--- src/rtl/pipe_ctrl_regs.sv ---
// Pipeline control registers for a 5-stage MIPS-style core: fetch PC, IF/ID,
// ID/EX, EX/MEM and MEM/WB control state, with stall, flush and bubble handling.
// Optional feature: define PIPE_STATS_EN to add stall/flush/retire counters.
module pipe_ctrl_regs (
  input  logic        clk,
  input  logic        reset,
  input  logic        StallF,
  input  logic        StallD,
  input  logic        FlushD,
  input  logic        FlushE,
  input  logic [31:0] PCNextF,
  input  logic [31:0] InstrF,
  input  logic [5:0]  CtrlD,
  output logic [31:0] PCF,
  output logic [31:0] InstrD,
  output logic [31:0] PCPlus4D,
  output logic        ValidD,
  output logic        ValidE,
  output logic        ValidM,
  output logic        ValidW,
  output logic [4:0]  RsE,
  output logic [4:0]  RtE,
  output logic [4:0]  RdE,
  output logic [4:0]  WriteRegE,
  output logic [4:0]  WriteRegM,
  output logic [4:0]  WriteRegW,
  output logic        RegWriteE,
  output logic        RegWriteM,
  output logic        RegWriteW,
  output logic        MemtoRegE,
  output logic        MemtoRegM,
  output logic        MemWriteE,
  output logic        MemWriteM,
  output logic        ALUSrcE
`ifdef PIPE_STATS_EN
  ,
  output logic [31:0] StallCount,
  output logic [31:0] FlushCount,
  output logic [31:0] RetireCount
`endif
);

  // CtrlD = {RegWrite, MemtoReg, MemWrite, ALUSrc, RegDst, Branch}
  logic [31:0] r_pcf;
  logic [31:0] r_instr_d;
  logic [31:0] r_pcplus4_d;
  logic        r_valid_d;

  logic [4:0]  r_rs_e, r_rt_e, r_rd_e;
  logic        r_regwrite_e, r_memtoreg_e, r_memwrite_e, r_alusrc_e, r_regdst_e;
  logic        r_valid_e;

  logic [4:0]  r_writereg_m;
  logic        r_regwrite_m, r_memtoreg_m, r_memwrite_m, r_valid_m;

  logic [4:0]  r_writereg_w;
  logic        r_regwrite_w, r_valid_w;

  logic [4:0]  w_writereg_e;
  // Branch is resolved upstream; it has no E-stage consumer here.
  logic        w_unused_branch;

  assign w_unused_branch = CtrlD[0];
  assign w_writereg_e    = r_regdst_e ? r_rd_e : r_rt_e;

  // Fetch PC: advances unless fetch is stalled.
  always_ff @(posedge clk) begin
    if (reset) begin
      r_pcf <= 32'h0000_0000;
    end else if (!StallF) begin
      r_pcf <= PCNextF;
    end
  end

  // IF/ID: a stall holds D even when a flush is requested in the same cycle.
  always_ff @(posedge clk) begin
    if (reset) begin
      r_instr_d   <= '0;
      r_pcplus4_d <= '0;
      r_valid_d   <= 1'b0;
    end else if (!StallD) begin
      if (FlushD) begin
        r_instr_d   <= '0;
        r_pcplus4_d <= '0;
        r_valid_d   <= 1'b0;
      end else begin
        r_instr_d   <= InstrF;
        r_pcplus4_d <= r_pcf + 32'd4;
        r_valid_d   <= 1'b1;
      end
    end
  end

  // ID/EX: reloads every cycle; a flush or an invalid D slot becomes a full bubble.
  always_ff @(posedge clk) begin
    if (reset || FlushE || !r_valid_d) begin
      r_rs_e       <= '0;
      r_rt_e       <= '0;
      r_rd_e       <= '0;
      r_regwrite_e <= 1'b0;
      r_memtoreg_e <= 1'b0;
      r_memwrite_e <= 1'b0;
      r_alusrc_e   <= 1'b0;
      r_regdst_e   <= 1'b0;
      r_valid_e    <= 1'b0;
    end else begin
      r_rs_e       <= r_instr_d[25:21];
      r_rt_e       <= r_instr_d[20:16];
      r_rd_e       <= r_instr_d[15:11];
      r_regwrite_e <= CtrlD[5];
      r_memtoreg_e <= CtrlD[4];
      r_memwrite_e <= CtrlD[3];
      r_alusrc_e   <= CtrlD[2];
      r_regdst_e   <= CtrlD[1];
      r_valid_e    <= 1'b1;
    end
  end

  // EX/MEM and MEM/WB: advance unconditionally; there is no back-end stall.
  always_ff @(posedge clk) begin
    if (reset) begin
      r_writereg_m <= '0;
      r_regwrite_m <= 1'b0;
      r_memtoreg_m <= 1'b0;
      r_memwrite_m <= 1'b0;
      r_valid_m    <= 1'b0;
      r_writereg_w <= '0;
      r_regwrite_w <= 1'b0;
      r_valid_w    <= 1'b0;
    end else begin
      r_writereg_m <= w_writereg_e;
      r_regwrite_m <= r_regwrite_e;
      r_memtoreg_m <= r_memtoreg_e;
      r_memwrite_m <= r_memwrite_e;
      r_valid_m    <= r_valid_e;
      r_writereg_w <= r_writereg_m;
      r_regwrite_w <= r_regwrite_m;
      r_valid_w    <= r_valid_m;
    end
  end

  assign PCF       = r_pcf;
  assign InstrD    = r_instr_d;
  assign PCPlus4D  = r_pcplus4_d;
  assign ValidD    = r_valid_d;
  assign ValidE    = r_valid_e;
  assign ValidM    = r_valid_m;
  assign ValidW    = r_valid_w;
  assign RsE       = r_rs_e;
  assign RtE       = r_rt_e;
  assign RdE       = r_rd_e;
  assign WriteRegE = w_writereg_e;
  assign WriteRegM = r_writereg_m;
  assign WriteRegW = r_writereg_w;
  // Write enables are qualified by Valid so a bubble can never write.
  assign RegWriteE = r_regwrite_e & r_valid_e;
  assign RegWriteM = r_regwrite_m & r_valid_m;
  assign RegWriteW = r_regwrite_w & r_valid_w;
  assign MemWriteE = r_memwrite_e & r_valid_e;
  assign MemWriteM = r_memwrite_m & r_valid_m;
  assign MemtoRegE = r_memtoreg_e;
  assign MemtoRegM = r_memtoreg_m;
  assign ALUSrcE   = r_alusrc_e;

`ifdef PIPE_STATS_EN
  logic [31:0] r_stall_cnt, r_flush_cnt, r_retire_cnt;

  // Event counters; wrap naturally at 2^32.
  always_ff @(posedge clk) begin
    if (reset) begin
      r_stall_cnt  <= '0;
      r_flush_cnt  <= '0;
      r_retire_cnt <= '0;
    end else begin
      if (StallD)          r_stall_cnt  <= r_stall_cnt + 32'd1;
      if (FlushD || FlushE) r_flush_cnt <= r_flush_cnt + 32'd1;
      if (r_valid_w)       r_retire_cnt <= r_retire_cnt + 32'd1;
    end
  end

  assign StallCount  = r_stall_cnt;
  assign FlushCount  = r_flush_cnt;
  assign RetireCount = r_retire_cnt;
`endif

endmodule

--- config.mk ---
export PLATFORM = sky130hd
export DESIGN_NAME = pipe_ctrl_regs
export DESIGN_NICKNAME = d
export VERILOG_FILES = /design/src/rtl/pipe_ctrl_regs.sv
export SDC_FILE = /design/constraint.sdc
export NUM_CORES = 1
export LEC_CHECK = 0
export BUFFER_PORTS_ARGS = -buffer_cell sky130_fd_sc_hd__buf_4
export CAP_MARGIN = 20
export CORE_MARGIN = 1.5
export CORE_UTILIZATION = 47
export CTS_CLUSTER_DIAMETER = 60
export CTS_CLUSTER_SIZE = 40
export DETAILED_ROUTE_END_ITERATION = 8
export PLACE_DENSITY_LB_ADDON = 0.08
export SLEW_MARGIN = 5
export SYNTH_ARGS = -nofsm -noshare
export SYNTH_HDL_FRONTEND = slang
export SYNTH_SLANG_ARGS = --single-unit
--- constraint.sdc ---
create_clock -name clk -period 1.7 [get_ports clk]
set_input_delay 0.17 -clock clk [delete_from_list [all_inputs] [get_ports clk]]
set_output_delay 0.17 -clock clk [all_outputs]
set_load 0.02 [all_outputs]
==> metrics <==
wire length per cell after detailed routing=16.22 um; areal power density over the cells=967.2 nW/um^2; number of max-cap violations=0; total of endpoints with negative setup slack in the final report=0; initial detailed-routing violation count=about 170; clk slew on worst S/H paths=0.06 ns; largest vdd supply drop=about 0.00056 V; Cell Rows=36; Layout Area Growth over Synthesis=65.88%; portion of netlist area occupied by mux cells=0.07841; post-route minimum period=1.645 ns; register bit total from synthesis=134; cell family contributing the most delay on the critical path=simple AND/OR/NAND/NOR gates; kind of launch point of the worst setup path=register; leakage power summed over all cells=3.692 nW; effective utilization at floorplan=0.4869; count of cell instances traversed by the critical path=6; layout cells sized above 1=0.3766; leftover overflow at the end of global routing=0; antenna violations before repair=0; largest stage delay on the critical path=0.47 ns; library cell with the highest instance count after synthesis=sky130_fd_sc_hd__dfxtp_1; clk_lat worst skew=0.51 ns; die footprint=10,840 um^2; cell count of the worst reg-to-reg path=6; leading cell types by count after synthesis=sky130_fd_sc_hd__dfxtp_1 (134), sky130_fd_sc_hd__nor2_1 (43), sky130_fd_sc_hd__a22o_1 (37), sky130_fd_sc_hd__mux2i_1 (32), sky130_fd_sc_hd__and2_1 (27); combinational family with the most area after synthesis=simple AND/OR/NAND/NOR gates; max frequency=607.7 MHz; final setup slack of the worst path=~0.055 ns; Std-Cell Core Area=roughly 9900 um^2; number of diodes=0; synthesized area=just under 5000 um^2; critical path data arrival time=2.05 ns; worst slack at placement=0.01512 ns; largest net degree at the start of global routing=52; result of the run=finished, final reports clean; Synth top area share=0.5585; total routing resource utilization after global routing=0.2680; Critical Path Slowest Stage Cell=sky130_fd_sc_hd__dfxtp_1; ordered list of cells on the worst path=nand4_1, buf_4, nor2_2, nand3_1, xnor2_1, a22o_1; final hold violations=0; die extent in y=around 100 um; class of the tightest hold or removal check=in -> reg; part of the Yosys area used for sequential elements=0.5585; simple-gate portion of the synthesized area=0.1823; number of clock sinks=134; number of remaining DRC errors=0; Yosys top cell by area=sky130_fd_sc_hd__dfxtp_1; max-slew headroom at the worst pin=0.6188; capturing element type of the critical path=register; cell count after placement=790; Warnings, synthesis=0; CTS tree=built; via-per-instance ratio=5.010; post-detail-place hpwl=9090 um; Port Buffer Count=between 200 and 250; RePlAce Congestion=a little under 0.8; Boundary Pins=214; top post-synthesis cells by area=sky130_fd_sc_hd__dfxtp_1 (56%), sky130_fd_sc_hd__a22o_1 (6.7%), sky130_fd_sc_hd__mux2i_1 (6.7%), sky130_fd_sc_hd__and2_1 (3.5%), sky130_fd_sc_hd__nor2_1 (3.4%); Cells on Worst Hold Path=3; count of nets left with antenna violations after detail routing=0; via count of the first global-routing pass=4,601; primary flip-flop cell chosen by synthesis mapping=sky130_fd_sc_hd__dfxtp_1; actual slew at the worst max-slew pin=~0.57 ns; maximum clock skew at final layout=0.008217 ns; synthesized-area fraction occupied by adder cells=0.002605; critical path type=reg -> reg; x dimension of the die=104.1 um; number of distinct standard cells referenced by the synthesized netlist=39; first-pass GRT wire length=22,950 um; largest fanout of any net on the critical path=7; clock buffer depth=2; synthesized-area fraction occupied by ao, oa, aoi and oai cells=0.1013; CP bufs+invs=1; nets in the synthesized netlist=530; TritonCTS Buffers=17; detailed-route wire length=14,520 um; Avg Synthesized Cell Area=10.60 um^2; via count=4,484; final count of pins violating max slew=0; part of the cycle the worst path needs=0.9679; number of flops mapped to enable cells by yosys=0; fraction of registers with async set or reset after synthesis=0; net total in the final layout=827; H-Tree Depth=4; parity-gate share of the synthesized area counting xor and xnor cells=0.05105; total iterations of the first detailed-routing run=7; final cell count without fillers=895; cell chosen for the clock root=sky130_fd_sc_hd__clkbuf_8; Mapped Cells=453; CP Data Required Time=2.10 ns
## flip-flops by register name (all words and copies together), names as in the netlist, 5 cells and up
register,flops
WriteRegW,5
PCF,32
PCPlus4D,32
RdE,5
RtE,5
InstrD,32
WriteRegM,5
RsE,5
## through the flow
stage	power, mW	cell area (um^2)	util	hold WS (ns)	setup TNS [ns]
3_3_place_gp	4.087	6618	0.6709	0.3737	0
4_1_cts	7.716	7910	0.8019	0.009843	0
3_5_place_dp	4.107	6618	0.6709	0.3808	0
6_report	7.707	7968	0.8077	0.03451	0
2_1_floorplan	3.727	4806	-	0.2917	0
5_1_grt	7.979	7968	0.8077	0.01874	-0.08004
## placed cells by master (no fill, tap or decap), types with 10 or more instances in the layout
cell	count
sky130_fd_sc_hd__dlygate4sd3_1	72
sky130_fd_sc_hd__buf_4	231
sky130_fd_sc_hd__nand3_1	10
sky130_fd_sc_hd__nand2_1	25
sky130_fd_sc_hd__nor2b_1	16
sky130_fd_sc_hd__dfxtp_1	131
sky130_fd_sc_hd__mux2i_1	32
sky130_fd_sc_hd__a22o_1	37
sky130_fd_sc_hd__xnor2_1	11
sky130_fd_sc_hd__nor2_1	43
sky130_fd_sc_hd__and2_1	27
sky130_fd_sc_hd__nand4_1	10
sky130_fd_sc_hd__clkbuf_16	16
sky130_fd_sc_hd__xor2_1	17
sky130_fd_sc_hd__o21ai_1	13
## worst min-delay path: cells and delay by family
kind / cells / cell delay (ns)
AND/OR/NAND/NOR: 1 / 0.08
AO/OA/AOI/OAI: 1 / 0.10
buffers and inverters: 1 / 0.16
## metal layers
metal,GRT usage,part of all wire,up-vias
li1,-,-,2162
met1,0.2939,0.38,2129
met2,0.4820,0.53,169
met3,0.08083,0.064,24
met4,0.1062,0.021,0
met5,0,0,-
## kinds of logic (layout without fill, tap and decap cells)
| family | count (synthesis) | after routing |
|---|---|---|
| and+or+nand+nor | 159 | 159 |
| DFF | 134 | 134 |
| adders and majority gates | 1 | 1 |
| AOI/OAI and AO/OA | 65 | 65 |
| xor gates and xnor gates | 28 | 28 |
| buffers and inverters | 29 | 338 |
| muxes | 37 | 37 |
## power breakdown
part,switching (mW),internal (mW),leakage [nW]
clock,1.35,2.16,0.277
combinational,0.393,0.463,2.32
sequential,0.0980,3.24,1.09
## timing repair
item                       in CTS  in global routing
pin swaps                       1                  2
buffers inserted                0                  2
setup endpoints to repair      11                 16
resized for setup               1                  7
hold endpoints to repair       72                  0
hold buffers                   72                  0
## area by class of cell
type	instances	area, um^2
flip-flops and latches	134	2686
repair buffers	304	2475
multi-input cells	290	2058
fillers	607	1897
clock buffers	20	445.4
well taps	133	166.4
clock inverters	11	125.1
inverters	3	11.26
## path summary, 6_finish.rpt
check	endpoint	slack [ns]	start
min	PCPlus4D[7]	0.03	StallD
max	PCPlus4D[17]	0.05	PCF[4]
max reg2reg	PCPlus4D[17]	0.05	PCF[4]
min reg2reg	PCPlus4D[25]	0.44	PCPlus4D[25]
Note: power is estimated with default switching activity, not from simulation.
